==> src/rtl/tug_pkg.sv <==
// Shared types and rope-position constants for the tug-of-war round controller.
package tug_pkg;

  typedef enum logic {PLAY, HOLD} state_t;

  localparam int POS_W = 4;
  localparam logic [POS_W-1:0] POS_CENTER = 4'd4;
  localparam logic [POS_W-1:0] POS_MIN    = 4'd0;
  localparam logic [POS_W-1:0] POS_MAX    = 4'd8;

endpackage

==> src/rtl/tug_round_controller_pace_tick.sv <==
// Free-running modulo-DIV counter; tick is high for the single cycle in which count == DIV-1.
module pace_tick #(
  parameter int DIV = 1024
) (
  input  logic clk,
  input  logic reset,
  output logic tick
);

  localparam int W = (DIV > 1) ? $clog2(DIV) : 1;

  logic [W-1:0] cnt;

  // Compare against DIV-2 so the registered tick lines up with count == DIV-1.
  always_ff @(posedge clk) begin
    if (reset) begin
      cnt  <= '0;
      tick <= 1'b0;
    end else begin
      if (cnt == W'(DIV - 1)) cnt <= '0;
      else                    cnt <= cnt + 1'b1;
      tick <= (cnt == W'(DIV - 2));
    end
  end

endmodule

==> src/rtl/tug_round_controller.sv <==
// Round sequencer and press arbiter: paces computer presses, resolves collisions,
// moves the rope light, detects wins and keeps saturating per-player scores.
module tug_round_controller
  import tug_pkg::*;
#(
  parameter int PACE_DIV       = 1024,
  parameter int RESTART_CYCLES = 256,
  parameter int SCORE_W        = 3
) (
  input  logic               clk,
  input  logic               reset,
  input  logic               human_key,
  input  logic               comp_req,
  output logic [8:0]         led_pos,
  output logic               comp_press,
  output logic               round_over,
  output logic               winner,
  output logic [SCORE_W-1:0] score_h,
  output logic [SCORE_W-1:0] score_c
);

  localparam int HOLD_W = (RESTART_CYCLES > 1) ? $clog2(RESTART_CYCLES) : 1;
  localparam logic [HOLD_W-1:0] HOLD_LAST = HOLD_W'(RESTART_CYCLES - 1);
  localparam logic [SCORE_W-1:0] SCORE_SAT = {SCORE_W{1'b1}};

  state_t            state;
  logic [POS_W-1:0]  pos;
  logic [HOLD_W-1:0] hold_cnt;
  logic              key_q;
  logic              tick;
  logic              hp;
  logic              cp;

  pace_tick #(.DIV(PACE_DIV)) u_pace (
    .clk  (clk),
    .reset(reset),
    .tick (tick)
  );

  assign hp = human_key & ~key_q;
  assign cp = tick & comp_req;

  assign led_pos    = 9'b1 << pos;
  assign round_over = (state == HOLD);

  always_ff @(posedge clk) begin
    if (reset) begin
      state      <= PLAY;
      pos        <= POS_CENTER;
      hold_cnt   <= '0;
      key_q      <= 1'b0;
      comp_press <= 1'b0;
      winner     <= 1'b0;
      score_h    <= '0;
      score_c    <= '0;
    end else begin
      key_q      <= human_key;
      comp_press <= 1'b0;
      case (state)
        PLAY: begin
          // Simultaneous presses cancel: neither side moves the rope.
          if (hp && cp) begin
            pos <= pos;
          end else if (hp) begin
            if (pos == POS_MIN) begin
              winner <= 1'b0;
              if (score_h != SCORE_SAT) score_h <= score_h + 1'b1;
              state  <= HOLD;
            end else begin
              pos <= pos - 1'b1;
            end
          end else if (cp) begin
            comp_press <= 1'b1;
            if (pos == POS_MAX) begin
              winner <= 1'b1;
              if (score_c != SCORE_SAT) score_c <= score_c + 1'b1;
              state  <= HOLD;
            end else begin
              pos <= pos + 1'b1;
            end
          end
        end
        HOLD: begin
          if (hold_cnt == HOLD_LAST) begin
            state    <= PLAY;
            pos      <= POS_CENTER;
            hold_cnt <= '0;
          end else begin
            hold_cnt <= hold_cnt + 1'b1;
          end
        end
        default: state <= PLAY;
      endcase
    end
  end

endmodule

==> config.mk <==
export PLATFORM = sky130hd
export DESIGN_NAME = tug_round_controller
export DESIGN_NICKNAME = d
export VERILOG_FILES = /design/src/rtl/tug_pkg.sv /design/src/rtl/tug_round_controller_pace_tick.sv /design/src/rtl/tug_round_controller.sv
export SDC_FILE = /design/constraint.sdc
export NUM_CORES = 1
export LEC_CHECK = 0
export BUFFER_PORTS_ARGS = -buffer_cell sky130_fd_sc_hd__buf_2
export CAP_MARGIN = 20
export CORE_MARGIN = 4
export CORE_UTILIZATION = 35
export DETAILED_ROUTE_END_ITERATION = 8
export SLEW_MARGIN = 30
export SYNTH_ARGS = -nofsm -noshare
export SYNTH_HDL_FRONTEND = slang
export SYNTH_SLANG_ARGS = --single-unit
==> constraint.sdc <==
create_clock -name clk -period 1.6 [get_ports clk]
set_input_delay 0.32 -clock clk [delete_from_list [all_inputs] [get_ports clk]]
set_output_delay 0.32 -clock clk [all_outputs]
set_load 0.005 [all_outputs]
* Yosys cells after proc, flatten, opt, wreduce, memory -nomap -nowiden *
Index checks and enable logic that the tools add are counted.

storage, ports and cells
  register bits after elaboration = 33
  latch bits = 0
  bits in writable memories = 0
  memory bits (read-only) = 0
  bits of input ports = 4
  logic and storage cells = 65
  memories = 0

operators by class
  add/subtract/negate cells = 6
  $mul = 0
  divide/modulo/power cells = 0
  order comparisons = 0
  eq/ne operators = 12
  shifts and indexed selects = 1
  mux-type cells = 20
  bitwise operators = 6
  reductions and logical operators = 10

operator list
  kind                                                                number
  4-bit 2-to-1 mux                                                    6
  10-bit == test, second input constant                               2
  3-bit != test, second input constant                                5
  5-bit AND reduction                                                 3
  1-bit 2-to-1 mux                                                    11
  10-bit by 1-bit adder with 10-bit output, second input constant     1
  1-bit by 4-bit left shift with 9-bit output, first input constant   1
  8-bit by 1-bit adder with 8-bit output, second input constant       1
  8-bit == test, second input constant                                1
  8-bit 2-to-1 mux                                                    1
  4-bit case mux with 2 select lines                                  1
  3-bit by 1-bit adder with 3-bit output, second input constant       2
  6-bit AND reduction                                                 1
  4-bit by 1-bit adder with 4-bit output, second input constant       1
  4-bit == test, second input constant                                1
  4-bit logical NOT                                                   1
  2-bit by 1-bit != test with 1-bit output, second input constant     2
  1-bit NOT                                                           4
  2-bit nonzero test                                                  2
  4-bit OR reduction                                                  1
  4-bit by 1-bit subtractor with 4-bit output, second input constant  1
  1-bit AND                                                           2
  2-bit != test, second input constant                                1
  1-bit case mux with 2 select lines                                  1
  2 further kinds                                                     2

* Logic depth before layout (Yosys ltp) *
  word-level depth = 6
  mapped depth = 8

* Modules after synthesis *
A second synthesis with hierarchy kept.

second synthesis, totals
  cell total of the unflattened synthesis = 187
  area, all modules = 1680.4 µm²

modules (own cells, without submodules)
  module                times used  cells each  area an instance (µm²)  seq. area each (µm²)
  tug_round_controller  1           136         1206.2                  440.4
  pace_tick             1           51          474.2                   220.2

* Worst setup path after synthesis *
Ideal clock, no wire load.

  path kind = reg-to-reg
  from = register pos[0]
  to = register score_h[1]
  setup time = 0.128 ns
  data arrival time = 1.530 ns
  path slack = -0.057 ns
  cell stages (with the launch flop) = 6
  clock period less this slack = 1.657 ns
  path through = dfxtp_1 > clkbuf_1 > or4_4 > nor4_4 > mux2i_1 > nor2_1

on the way
  cells in the longest elaborated chain, start to end = 2

RTL lines
  item                           line                        RTL
  from (decl)                    tug_round_controller.sv:27  logic [POS_W-1:0] pos;
  from (signal assigned)         tug_round_controller.sv:63  pos <= pos;
  from (signal assigned)         tug_round_controller.sv:70  pos <= pos - 1'b1;
  from (signal assigned)         tug_round_controller.sv:79  pos <= pos + 1'b1;
  4-bit logical NOT              tug_round_controller.sv:65  if (pos == POS_MIN) begin
  5-bit AND reduction (no line)  n/a
  to (signal assigned)           tug_round_controller.sv:67  if (score_h != SCORE_SAT) score_h <= score_h + 1'b1;
  to (decl)                      tug_round_controller.sv:18  output logic [SCORE_W-1:0] score_h,

No other way between the ends.
A chain may end at the register's enable or synchronous reset.

* Worst setup path in the final report *
  from = register pos[2]
  to = register score_h[2]

Same word-level chain as after synthesis.

==> reports/results.ini <==
[run_status]
status = finished, violations left
violations = setup timing

[pwr]
swShare_pct = 22.8
p_per_area_nw_per_um2 = 967
cellInternalPower_w = 0.00150
seq_power_share_pct = 45.0
combPwrFrac_pct = 14.9
p_switching_w = 0.000444
max-vdd-ir-drop_mv = 0.455
clkPwrFrac_pct = 40.1
p_leak_nw = 0.869

[yosys]
synthTopCellsByArea = dfxtp_1 41%, nor2_1 7.8%, ha_1 6.3%
ys_async_sr_fraction_pct = 0
yosys_warnings = 0
ys_seq_area_share_pct = 41.5
synth-seq-cells = 33
yosysTopAreaCell = dfxtp_1
yosys.area.top_type_share_pct = 41.5
netlist-cell-type-count = 32
syn_area_per_cell_um2 = 8.66
synthTopCellsByCount = 33 x dfxtp_1, 33 x nor2_1, 12 x nor3_1, 11 x nand2_1, 9 x xor2_1
ys.flop_type = dfxtp_1
synth_cells = 184
synth.net_count = 196
synth_area_um2 = 1590
synth_edf_count = 0

[detailed_routing]
ant_nets = 0
wl_mm = 2.91
drt-vias-per-instance = 4.76
dr.pass1.iters = 4
vias = 1295
wl_per_cell_um = 10.7
first_iter_violations = 46
drc = 0

[placed_design]
io_buffers = 21
hpwl_mm = 2.19
post-place-ws_ns = -0.247
place.gp.congestion = 0.799

[setup_path]
start_kind = register
worstSetupPathType = register to register
rr_worst_depth = 5
cp_max_fo = 3
cp.arrival_ns = 1.79
endpoint_kind = register
required_ns = 1.77
rrSetupSlack_ns = -0.02

[sta]
drv_slew = 0
post-route-period-util_pct = 101
fin_ws_ns = -0.0186
period_minus_slack_ns = 1.62
fin_skew_ns = 0.00571
setup_viol = 3
hold_viol = 0
relSlewSlack_pct = 76.7
finalSetupTns_ns = -0.0336
worstMarginPinSlew_ns = 0.349
fmax_mhz = 618
rsz0062_at_grt = true

[cts]
htreeDepth = 2
cts.clk_slew.worst_paths_ns = 0.06
insertion_delay_ns = 0.27
cts_buffers = 5
max-clock-path-buffers = 2
cts_hold_buf = 0
clock-sinks = 33
cts_tree = built
root_buffer = clkbuf_8

[grt]
antenna_found_initial = 0
grt_pass1_vias = 1214
globalRouteOverflowTotal = 0
grt_usage_pct = 11.1
grt_max_degree = 20
grt_pass1_wl_mm = 4.98

[floorplanning]
row_count = 24
die_y_um = 75.5
start_util_pct = 36.3
dieArea_um2 = 5690
core_region_area_um2 = 4380
die_w_um = 75.5
io_pins = 22

[final_layout]
area_delta_synth_final_pct = 26.3
final_core_util_pct = 45.9
drive_gt1_share_pct = 27.7
num_antenna_cells = 0
nFillCells = 441
finish.net_count = 231

[run]
drv_cap = 0

[min_path]
hold_path_class = input port to register
min_path_cells = 2

==> kinds of logic after synthesis <==
kind of cell	Yosys count	share of synthesized area (%)
muxes	6	3.77
DFF	33	41.5
xor gates and xnor gates	17	9.35
buffers and inverters	15	4.56
AOI/OAI and AO/OA	18	7.15
adders and majority gates	8	6.28
and+or+nand+nor	87	27.4
==> path summary, 6_finish.rpt <==
path	endpoint	from
worst max-delay path	score_h[2]$_SDFFE_PP0P_	pos[2]$_SDFFE_PP1P_
worst min-delay path	key_q$_SDFF_PP0_	human_key
worst max register to register	score_h[2]$_SDFFE_PP0P_	pos[2]$_SDFFE_PP1P_
worst min register to register	u_pace.cnt[0]$_SDFF_PP0_	u_pace.cnt[0]$_SDFF_PP0_
==> area by class of cell <==
cell class / instances / area, um^2 / share of cell area (%)
clock inverters: 1 / 30.0 / 1.49
inverters: 6 / 22.5 / 1.12
repair buffers: 37 / 229 / 11.4
clock buffers: 7 / 86.3 / 4.29
flip-flops and latches: 33 / 664 / 33.0
multi-input cells: 136 / 915 / 45.5
well taps: 52 / 65.1 / 3.23
==> cell usage in the layout (no fill, tap or decap), types with 2 or more instances in the layout <==
master,instances
a21oi_1,8
and3_1,3
buf_2,21
buf_4,15
clkbuf_8,6
dfxtp_1,30
dfxtp_2,3
ha_1,7
inv_1,6
mux2i_1,6
nand2_1,10
nand2b_1,2
nand3_1,7
nand3b_1,2
nand4_1,4
nor2_1,33
nor3_1,9
nor3_2,3
nor4_1,2
o21ai_0,3
or3_1,3
xnor2_1,8
xor2_1,9
==> stage by stage <==
stage	hold WS, ns	cell area, um^2	cells	power (W)
2_1_floorplan	0.426	1590	184	0.00105
3_3_place_gp	0.443	1820	262	0.00113
4_1_cts	0.261	1960	272	0.00194
6_report	0.274	2010	272	0.00195
5_1_grt	0.294	2010	272	0.00204
3_5_place_dp	0.453	1820	262	0.00113
==> worst max-delay path, cell delays in order, from the launching register on <==
cell and delay, ns:
dfxtp_2 0.32, or4_4 0.53, buf_6 0.14, nor4_4 0.24
mux2i_1 0.23, nor2_1 0.05
==> sequential cells by signal (all words and copies together), names as in the netlist <==
| name | count |
|---|---|
| score_c | 3 |
| u_pace.tick | 1 |
| winner | 1 |
| hold_cnt | 8 |
| pos | 4 |
| score_h | 3 |
| u_pace.cnt | 10 |
| comp_press | 1 |
| key_q | 1 |
| round_over | 1 |
==> power groups by stage <==
stage	registers, W	logic [W]	clock network, W
global placement	0.000889	0.000243	0
finish	0.000876	0.000289	0.000780
global route	0.000879	0.000319	0.000841
floorplan	0.000878	0.000177	0
CTS	0.000869	0.000264	0.000811
detailed placement	0.000889	0.000244	0
==> per-layer routing <==
| layer | global-route usage [%] | part of all wire (%) |
|---|---|---|
| met1 | 13.9 | 50 |
| met5 | 0 | 0 |
| met2 | 18.3 | 45 |
| met4 | 4.08 | 0.48 |
| met3 | 3.17 | 3.9 |
==> repair_timing <==
item,4_1_cts,5_1_grt
pin swaps,1,2
gates resized for setup,3,13
buffers inserted,2,0
setup endpoints to repair,8,17
No activity file was read; power rests on OpenSTA's default activity.
